### src/rtl/gray_stream_feeder_if.sv
// Pixel stream bundle between the RGB source, the feeder and the Sobel controller.
// The feeder sits on the slave side; the source/consumer pair sits on the master side.
interface gray_stream_feeder_if #(
    parameter int PIXEL_WIDTH_IN  = 24,
    parameter int PIXEL_WIDTH_OUT = 8
);
    logic                       frame_start_i;
    logic [PIXEL_WIDTH_IN-1:0]  px_rgb_i;
    logic                       px_valid_i;
    logic                       px_ready_o;
    logic [PIXEL_WIDTH_OUT-1:0] px_gray_o;
    logic                       gray_valid_o;
    logic                       sobel_start_o;
    logic                       frame_done_o;

    modport master (
        output frame_start_i, px_rgb_i, px_valid_i,
        input  px_ready_o, px_gray_o, gray_valid_o,
        input  sobel_start_o, frame_done_o
    );

    modport slave (
        input  frame_start_i, px_rgb_i, px_valid_i,
        output px_ready_o, px_gray_o, gray_valid_o,
        output sobel_start_o, frame_done_o
    );
endinterface

### src/rtl/gray_stream_feeder.sv
// RGB to 8-bit luminance feeder with frame tracking and pipeline drain.
// Define GRAY_ROUND_EN for round-to-nearest instead of truncation.
module gray_stream_feeder #(
    parameter  int PIXEL_WIDTH_IN  = 24,
    parameter  int PIXEL_WIDTH_OUT = 8,
    parameter  int FRAME_PIXELS    = 64,
    localparam int CNT_BITS        = $clog2(FRAME_PIXELS + 1)
) (
    input  logic           clk_i,
    input  logic           nreset_i,
    gray_stream_feeder_if.slave bus
);

    typedef enum logic [1:0] {
        IDLE,
        STREAM,
        FLUSH,
        DONE
    } state_t;

    localparam logic [CNT_BITS-1:0] FRAME_END  = CNT_BITS'(FRAME_PIXELS);
    localparam logic [CNT_BITS-1:0] FRAME_LAST = CNT_BITS'(FRAME_PIXELS - 1);

    state_t                     state;
    logic [CNT_BITS-1:0]        count;
    logic                       flush_cnt;
    logic                       frame_done;

    logic [15:0]                pr;
    logic [15:0]                pg;
    logic [15:0]                pb;
    logic                       v1;
    logic [16:0]                sum;
    logic [PIXEL_WIDTH_OUT-1:0] gray;
    logic [PIXEL_WIDTH_OUT-1:0] px_gray;
    logic                       gray_valid;
    logic                       sobel_start;

    logic                       px_ready;
    logic                       transfer;
    logic [7:0]                 r;
    logic [7:0]                 g;
    logic [7:0]                 b;

    assign r = bus.px_rgb_i[PIXEL_WIDTH_IN-1 -: 8];
    assign g = bus.px_rgb_i[15:8];
    assign b = bus.px_rgb_i[7:0];

    // Ready falls as soon as the last pixel is counted, never a cycle late.
    assign px_ready = (state == STREAM) && (count != FRAME_END);
    assign transfer = bus.px_valid_i & px_ready;

`ifdef GRAY_ROUND_EN
    assign sum = {1'b0, pr} + {1'b0, pg} + {1'b0, pb} + 17'd128;
`else
    assign sum = {1'b0, pr} + {1'b0, pg} + {1'b0, pb};
`endif
    assign gray = PIXEL_WIDTH_OUT'(sum >> 8);

    always_ff @(posedge clk_i or negedge nreset_i) begin
        if (!nreset_i) begin
            state      <= IDLE;
            count      <= '0;
            flush_cnt  <= 1'b0;
            frame_done <= 1'b0;
        end else begin
            frame_done <= 1'b0;
            unique case (state)
                IDLE: begin
                    count     <= '0;
                    flush_cnt <= 1'b0;
                    if (bus.frame_start_i) state <= STREAM;
                end
                STREAM: begin
                    if (transfer) begin
                        count <= count + CNT_BITS'(1);
                        if (count == FRAME_LAST) state <= FLUSH;
                    end
                end
                FLUSH: begin
                    flush_cnt <= 1'b1;
                    if (flush_cnt) begin
                        state      <= DONE;
                        frame_done <= 1'b1;
                    end
                end
                DONE: state <= IDLE;
                default: state <= IDLE;
            endcase
        end
    end

    always_ff @(posedge clk_i or negedge nreset_i) begin
        if (!nreset_i) begin
            pr          <= '0;
            pg          <= '0;
            pb          <= '0;
            v1          <= 1'b0;
            px_gray     <= '0;
            gray_valid  <= 1'b0;
            sobel_start <= 1'b0;
        end else begin
            v1 <= transfer;
            if (transfer) begin
                pr <= 16'(r) * 16'd77;
                pg <= 16'(g) * 16'd150;
                pb <= 16'(b) * 16'd29;
            end
            gray_valid <= v1;
            if (v1) px_gray <= gray;
            // Drop start on the edge into DONE, right after the last gray pixel.
            if (state == FLUSH && flush_cnt) sobel_start <= 1'b0;
            else if (v1)                     sobel_start <= 1'b1;
        end
    end

    assign bus.px_ready_o    = px_ready;
    assign bus.px_gray_o     = px_gray;
    assign bus.gray_valid_o  = gray_valid;
    assign bus.sobel_start_o = sobel_start;
    assign bus.frame_done_o  = frame_done;

endmodule

### src/flat_wrapper.sv
// flat-port wrapper written by rule: the top's interface ports become plain ports
module gray_stream_feeder_flat 
#(
    parameter  int PIXEL_WIDTH_IN  = 24,
    parameter  int PIXEL_WIDTH_OUT = 8,
    parameter  int FRAME_PIXELS    = 64,
    localparam int CNT_BITS        = $clog2(FRAME_PIXELS + 1)
)
  (clk_i, nreset_i, bus_frame_start_i, bus_px_rgb_i, bus_px_valid_i, bus_px_ready_o, bus_px_gray_o, bus_gray_valid_o, bus_sobel_start_o, bus_frame_done_o);
  gray_stream_feeder_if #(.PIXEL_WIDTH_IN(PIXEL_WIDTH_IN), .PIXEL_WIDTH_OUT(PIXEL_WIDTH_OUT)) bus_i ();
  input  logic clk_i;
  input  logic nreset_i;
  input wire logic [$bits(bus_i.frame_start_i)-1:0] bus_frame_start_i;
  input wire logic [$bits(bus_i.px_rgb_i)-1:0] bus_px_rgb_i;
  input wire logic [$bits(bus_i.px_valid_i)-1:0] bus_px_valid_i;
  output wire logic [$bits(bus_i.px_ready_o)-1:0] bus_px_ready_o;
  output wire logic [$bits(bus_i.px_gray_o)-1:0] bus_px_gray_o;
  output wire logic [$bits(bus_i.gray_valid_o)-1:0] bus_gray_valid_o;
  output wire logic [$bits(bus_i.sobel_start_o)-1:0] bus_sobel_start_o;
  output wire logic [$bits(bus_i.frame_done_o)-1:0] bus_frame_done_o;
  assign bus_i.frame_start_i = bus_frame_start_i;
  assign bus_i.px_rgb_i = bus_px_rgb_i;
  assign bus_i.px_valid_i = bus_px_valid_i;
  assign bus_px_ready_o = bus_i.px_ready_o;
  assign bus_px_gray_o = bus_i.px_gray_o;
  assign bus_gray_valid_o = bus_i.gray_valid_o;
  assign bus_sobel_start_o = bus_i.sobel_start_o;
  assign bus_frame_done_o = bus_i.frame_done_o;
  gray_stream_feeder #(.PIXEL_WIDTH_IN(PIXEL_WIDTH_IN), .PIXEL_WIDTH_OUT(PIXEL_WIDTH_OUT), .FRAME_PIXELS(FRAME_PIXELS)) u_core (.clk_i(clk_i), .nreset_i(nreset_i), .bus(bus_i));
endmodule
### config.mk
export PLATFORM = sky130hd
export DESIGN_NAME = gray_stream_feeder_flat
export DESIGN_NICKNAME = d
export VERILOG_FILES = /design/src/rtl/gray_stream_feeder_if.sv /design/src/rtl/gray_stream_feeder.sv /design/src/flat_wrapper.sv
export SDC_FILE = /design/constraint.sdc
export NUM_CORES = 1
export LEC_CHECK = 0
export CORE_UTILIZATION = 61
export DETAILED_ROUTE_END_ITERATION = 10
export DONT_BUFFER_PORTS = 1
export GPL_TIMING_DRIVEN = 1
export PLACE_DENSITY_LB_ADDON = 0.2
export SYNTH_ARGS = -nofsm -noshare
export SYNTH_HDL_FRONTEND = slang
export SYNTH_SLANG_ARGS = --single-unit
### constraint.sdc
create_clock -name clk_i -period 3.6 [get_ports clk_i]
set_input_delay 0.36 -clock clk_i [delete_from_list [all_inputs] [get_ports clk_i]]
set_output_delay 0.36 -clock clk_i [all_outputs]
set_load 0.02 [all_outputs]
---- Yosys cells after proc, flatten, opt, wreduce, memory -nomap -nowiden ----
Index checks and enable logic that the tools add are counted.
cells by class
  $add $sub $neg .......................... 3
  multipliers ............................. 3
  equality and inequality tests ........... 9
  multiplexer cells ....................... 12
  bitwise gates (word level) .............. 1
  reductions and logical operators ........ 8
operators with widths
  kind                                                    number
  multiplier 8 x 7 -> 15 bit (second input constant)      2
  adder 15 x 16 -> 16 bit                                 1
  adder 16 x 13 -> 16 bit                                 1
  one-hot mux 7 bit (2 select lines)                      1
  multiplier 8 x 5 -> 13 bit (second input constant)      1
  two-way mux 2 bit                                       4
  one-hot mux 2 bit (4 select lines)                      1
  adder 7 x 1 -> 7 bit (second input constant)            1
  == test 7 x 6 -> 1 bit (second input constant)          1
  two-way mux 7 bit                                       1
  inequality test 7 bit (second input constant)           1
  nonzero test 2 bit                                      3
  == test 2 bit (second input constant)                   2
  two-way mux 1 bit                                       4
  inequality test 2 x 1 -> 1 bit (second input constant)  2
  inequality test 2 bit (second input constant)           2
  AND reduction 4 bit                                     1
  == test 2 x 1 -> 1 bit (second input constant)          1
  logical AND 1 bit                                       2
  logical NOT 2 bit                                       1
  one-hot mux 1 bit (2 select lines)                      1
  AND reduction 2 bit                                     1
  AND 1 bit                                               1
storage, ports and cells
  register bits after elaboration ......... 65
  bits of input ports ..................... 28
  logic and storage cells ................. 47

---- Longest topological paths before layout ----
  word-level depth ........................ 5
  mapped depth ............................ 14
  depth with buffers taken out ............ 14

---- Worst setup path after synthesis ----
Ideal clock, no wire load.
  path kind ............................... input to register
  start ................................... in bus_px_rgb_i[12]
  end ..................................... reg u_core.pg[15]
  library setup time ...................... 120 ps
  data arrival time ....................... 3322 ps
  data required time ...................... 3480 ps
  slack ................................... 158 ps
  cell stages on the path ................. 12
  buffers on the path ..................... 0
  cell sequence ........................... ha_1 > ha_1 > inv_1 > fa_1 > fa_1 > inv_1 > ha_1 > or2_2 > o311a_1 > o21a_1 > o21a_1 > a31o_2
on the way
  word-level cells in the longest chain between the ends .. 1
RTL lines
  what                        line                       source
  start, declared             flat_wrapper.sv:14         input wire logic [$bits(bus_i.px_rgb_i)-1:0] bus_px_rgb_i;
  multiplier 8 x 7 -> 15 bit  gray_stream_feeder.sv:106  pg <= 16'(g) * 16'd150;
  end signal, assigned        gray_stream_feeder.sv:106
  end, declared               gray_stream_feeder.sv:30   logic [15:0] pg;
Every way passes these cells.
A chain may end at the register's enable or synchronous reset.

---- Worst setup path after layout ----
  start ................................... in bus_px_rgb_i[1]
  end ..................................... reg u_core.pb[11]
on the way
  word-level cells in the longest chain between the ends .. 1
RTL lines
  what                        line                       source
  multiplier 8 x 5 -> 13 bit  gray_stream_feeder.sv:107  pb <= 16'(b) * 16'd29;
  end signal, assigned        gray_stream_feeder.sv:107
  end, declared               gray_stream_feeder.sv:31   logic [15:0] pb;
Every way passes these cells.

==> impl_results.md <==
- Post-synth ARST share: 1.00
- Share of total power in sequential cells: 0.274
- Sequential element share of the synthesized area: 0.272
- Distinct cells, synth: 48
- Clk Latency, worst-skew pair: 0.36 ns
- Dominant cells by area after synthesis: dfrtp_1 (27%), ha_1 (25%), fa_1 (13%)
- Floorplan row count: 35
- Detailed-route vias per instance: 5.64
- Ys flop type: dfrtp_1
- HPWL Detailed: 8.86 mm
- Ratio of total power to cell area: 816 nW/um^2
- Die ar.: 10200 um^2
- Design Area, Final: 6330 um^2
- Placed inst area: 6120 um^2
- Buf/Inv on CP: 2
- Startpoint of the most critical register-to-register path: u_core.pb[2]
- I/O pins: 40
- Via count of the first global-routing pass: 4367
- Count of inserted antenna diode cells: 0
- Cells along the critical path: inv_1, fa_1, inv_1, ha_1, fa_1, ha_1, a21o_1, a21o_1, a21o_1, a211o_1, a31oi_1, xor2_1, o21ai_0
- Final worst-path setup slack: 0.393 ns
- Kind of path behind the tightest hold check: in -> reg
- Proportion of total power due to net switching: 0.460
- Number of antenna violations at the first check in global routing: 0
- Setup crit end: u_core.pb[11]
- Crit Path Class: in -> reg
- Share of final-layout standard cells stronger than drive strength 1: 0.0691
- Final weighted congestion in routability-driven placement: 0.867
- Ys Warns: 0
- Critical Path Most Common Cell: a21o_1
- Cell with the biggest individual delay on the critical path: fa_1
- Number of flops mapped to enable cells by yosys: 0
- Clock tree from TritonCTS: yes
- Number of H-tree branching levels: 3
- Setup-violating endpoint count in the final report: 0
- Internal Dissipation: 0.00279 W
- Timing-limited maximum frequency: 0.312 GHz
- Initial detailed-routing violation count: 169
- Final hold vios: 0
- Largest net degree at the start of global routing: 66
- Tmin final: 3.21 ns
- Vias after detailed routing: 4157
- Synthesized instance count: 597
- Tot GR Track Use: 0.246
- Worst-case register-to-register setup slack: 0.74 ns
- Routed wirelength normalized by instance count: 15.0 um
- Largest area contributor in the netlist: dfrtp_1
- Area share of the leading cell type in the synthesized netlist: 0.272
- Postcts setup bufs: 0
- GRT overflow: 0
- Slew headroom: 0.576
- Avg Inst Size Synth: 10.0 um^2
- Worst ir drop on vdd: 0.354 mV
- Arrival time of data at the critical path endpoint: 3.43 ns
- Number of cells in the finished layout apart from fillers: 737
- Total number of clock tree sinks: 65
- Post-route clock period utilization: 0.891
- Floorplan core area: 9370 um^2
- CP Capture Type: flip-flop
- Root buffer cell: clkbuf_8
- Pre-CTS WS: 0.0326 ns
- Clock share of power: 0.106
- Commonest non-fill, non-tap cells in the layout: ha_1 (118), inv_1 (65), nand2_1 (65), dfrtp_1 (65), o21ai_0 (45)
- First element of the critical path: bus_px_rgb_i[1]
- Number of instances in the placed design: 719
- Cell depth of the worst flop-to-flop path: 9
- Number of I/O port buffers: 0
- Clock transition at the registers of the reported paths: 0.07 ns
- Slew of the pin with the lowest slew margin: 0.633 ns
- Endpoint of the worst register-to-register path: u_core.bus.px_gray_o[1]
- Maximum fanout along the worst path: 3
- ANT nets after route: 0
- Most common cell after layout, fill and taps aside: ha_1
- Number of nets in the layout: 787
- Initial DRT Pass Iterations: 4
- Total negative setup slack: 0 ns
- Kind of cell adding the most delay to the critical path: adder cells
- Count of instances resized after the clock tree is built: 0
- Power dissipated by switching net loads: 0.00237 W
- Die Height: 101 um
- Max Transition Viols Final: 0
- Remaining design rule violation count: 0
- Delay of the slowest cell on the worst path: 0.53 ns
- RSZ-0062 raised after global routing: no
- Wire length of the first global-routing pass: 19.6 mm
- DIE WIDTH: 101 um
- Share of total power in combinational logic: 0.620
- Number of max-cap violations: 0
- Leakage power summed over all cells: 3.36 nW
- Number of logic stages on the critical path including buffering: 13
- Status: finished, final reports clean
- Sum of routed wire length over all layers: 11.1 mm
- Worst clock skew: 0.0124 ns
- Area of the mapped netlist: 5970 um^2
- Critical path startpoint category: primary input
- Post-Syn Nets: 781
- Layout Area Growth over Synthesis: 5.93%
- Maximum clock insertion buffer count: 2
- Flip-flop and latch count after synthesis: 65
- Total CTS buffers: 9
- Data required, critical path: 3.83 ns
- Initial Utilization: 0.637
[logic make-up after synthesis]
kind of cell             synth area share
AO/OA/AOI/OAI                       0.141
XOR/XNOR                           0.0528
adder cells (fa/ha/maj)             0.375
buffers and inverters              0.0494
flip-flops                          0.272
multiplexers                       0.0176
AND/OR/NAND/NOR                    0.0920
[how the worst min path moves through the flow]
| stage | startpoint | endpoint | slack, ns | cells past startpoint |
|---|---|---|---|---|
| final | bus_px_rgb_i[0] | u_core.pb[0] | 0.12 | 2 |
| after detailed placement | nreset_i | u_core.pb[1] | 0.07 | 0 |
| after floorplan | nreset_i | u_core.bus.frame_done_o | 0.06 | 0 |
| after global routing | bus_px_rgb_i[17] | u_core.pr[1] | 0.12 | 2 |
| after global placement | nreset_i | u_core.pb[1] | 0.07 | 0 |
| after CTS | bus_px_rgb_i[0] | u_core.pb[0] | 0.11 | 2 |
[worst reg2reg max path, cell delays in order, from the launching register on]
cell and delay [ns]:
dfrtp_1 0.41, fa_1 0.49, ha_1 0.30, a41o_1 0.19, a211oi_2 0.24, o21ai_2 0.13
a211o_1 0.35, and2_2 0.19, xor2_1 0.17, mux2_2 0.28
[per-stage QoR]
step / total power, W / util / hold slack (ns)
CTS: 0.00516 / 0.675 / 0.109
finish: 0.00516 / 0.675 / 0.118
detailed placement: 0.00455 / 0.653 / 0.0661
floorplan: 0.00385 / - / 0.0644
global placement: 0.00439 / 0.653 / 0.0661
global route: 0.00568 / 0.675 / 0.115
[power by group through the flow]
stage	Combinational (W)	Sequential [W]	Clock [W]
after floorplan	0.00252	0.00133	0
after global placement	0.00298	0.00142	0
after detailed placement	0.00312	0.00143	0
after CTS	0.00319	0.00141	0.000559
after global routing	0.00362	0.00146	0.000595
final	0.00320	0.00141	0.000550
[synth_stat cells, drive strengths merged (4+ instances only)]
cell type	count
mux2	9
a211oi	4
dfrtp	65
nor2	22
and3	4
xnor2	19
a21o	24
ha	118
o21ai	46
a21oi	20
nand4	4
o21a	5
o21bai	4
clkbuf	4
nand2	66
a211o	4
fa	38
buf	7
xor2	17
inv	65
nor3	8
or2	4
a31oi	9
[what timing repair did]
item / 4_1_cts / 5_1_grt
endpoints found under the setup margin: 0 / 0
hold buffers: 2 / 0
endpoints found under the hold margin: 65 / 0
[routing by layer]
| layer | vias up | wire length, um | global-route usage |
|---|---|---|---|
| met5 | - | 0 | 0 |
| met4 | 0 | 136 | 0.0691 |
| met3 | 13 | 351 | 0.0333 |
| met2 | 66 | 5410 | 0.430 |
| met1 | 2005 | 5170 | 0.319 |
| li1 | 2073 | - | - |
[state kept, by name, summed over array words and instances (netlist names)]
register	flops
u_core.bus.frame_done_o	1
u_core.bus.gray_valid_o	1
u_core.bus.px_gray_o	8
u_core.bus.sobel_start_o	1
u_core.count	7
u_core.flush_cnt	1
u_core.pb	13
u_core.pg	15
u_core.pr	15
u_core.state	2
u_core.v1	1
[area by class of cell]
class	instances	area, um^2
tap	129	161
clock buffer	9	124
clock inverter	7	46.3
timing repair buffer	6	67.6
sequential	65	1630
fill	794	3040
multi-input combinational	455	4050
inverter	66	248
(Power assumes the default switching activity.)
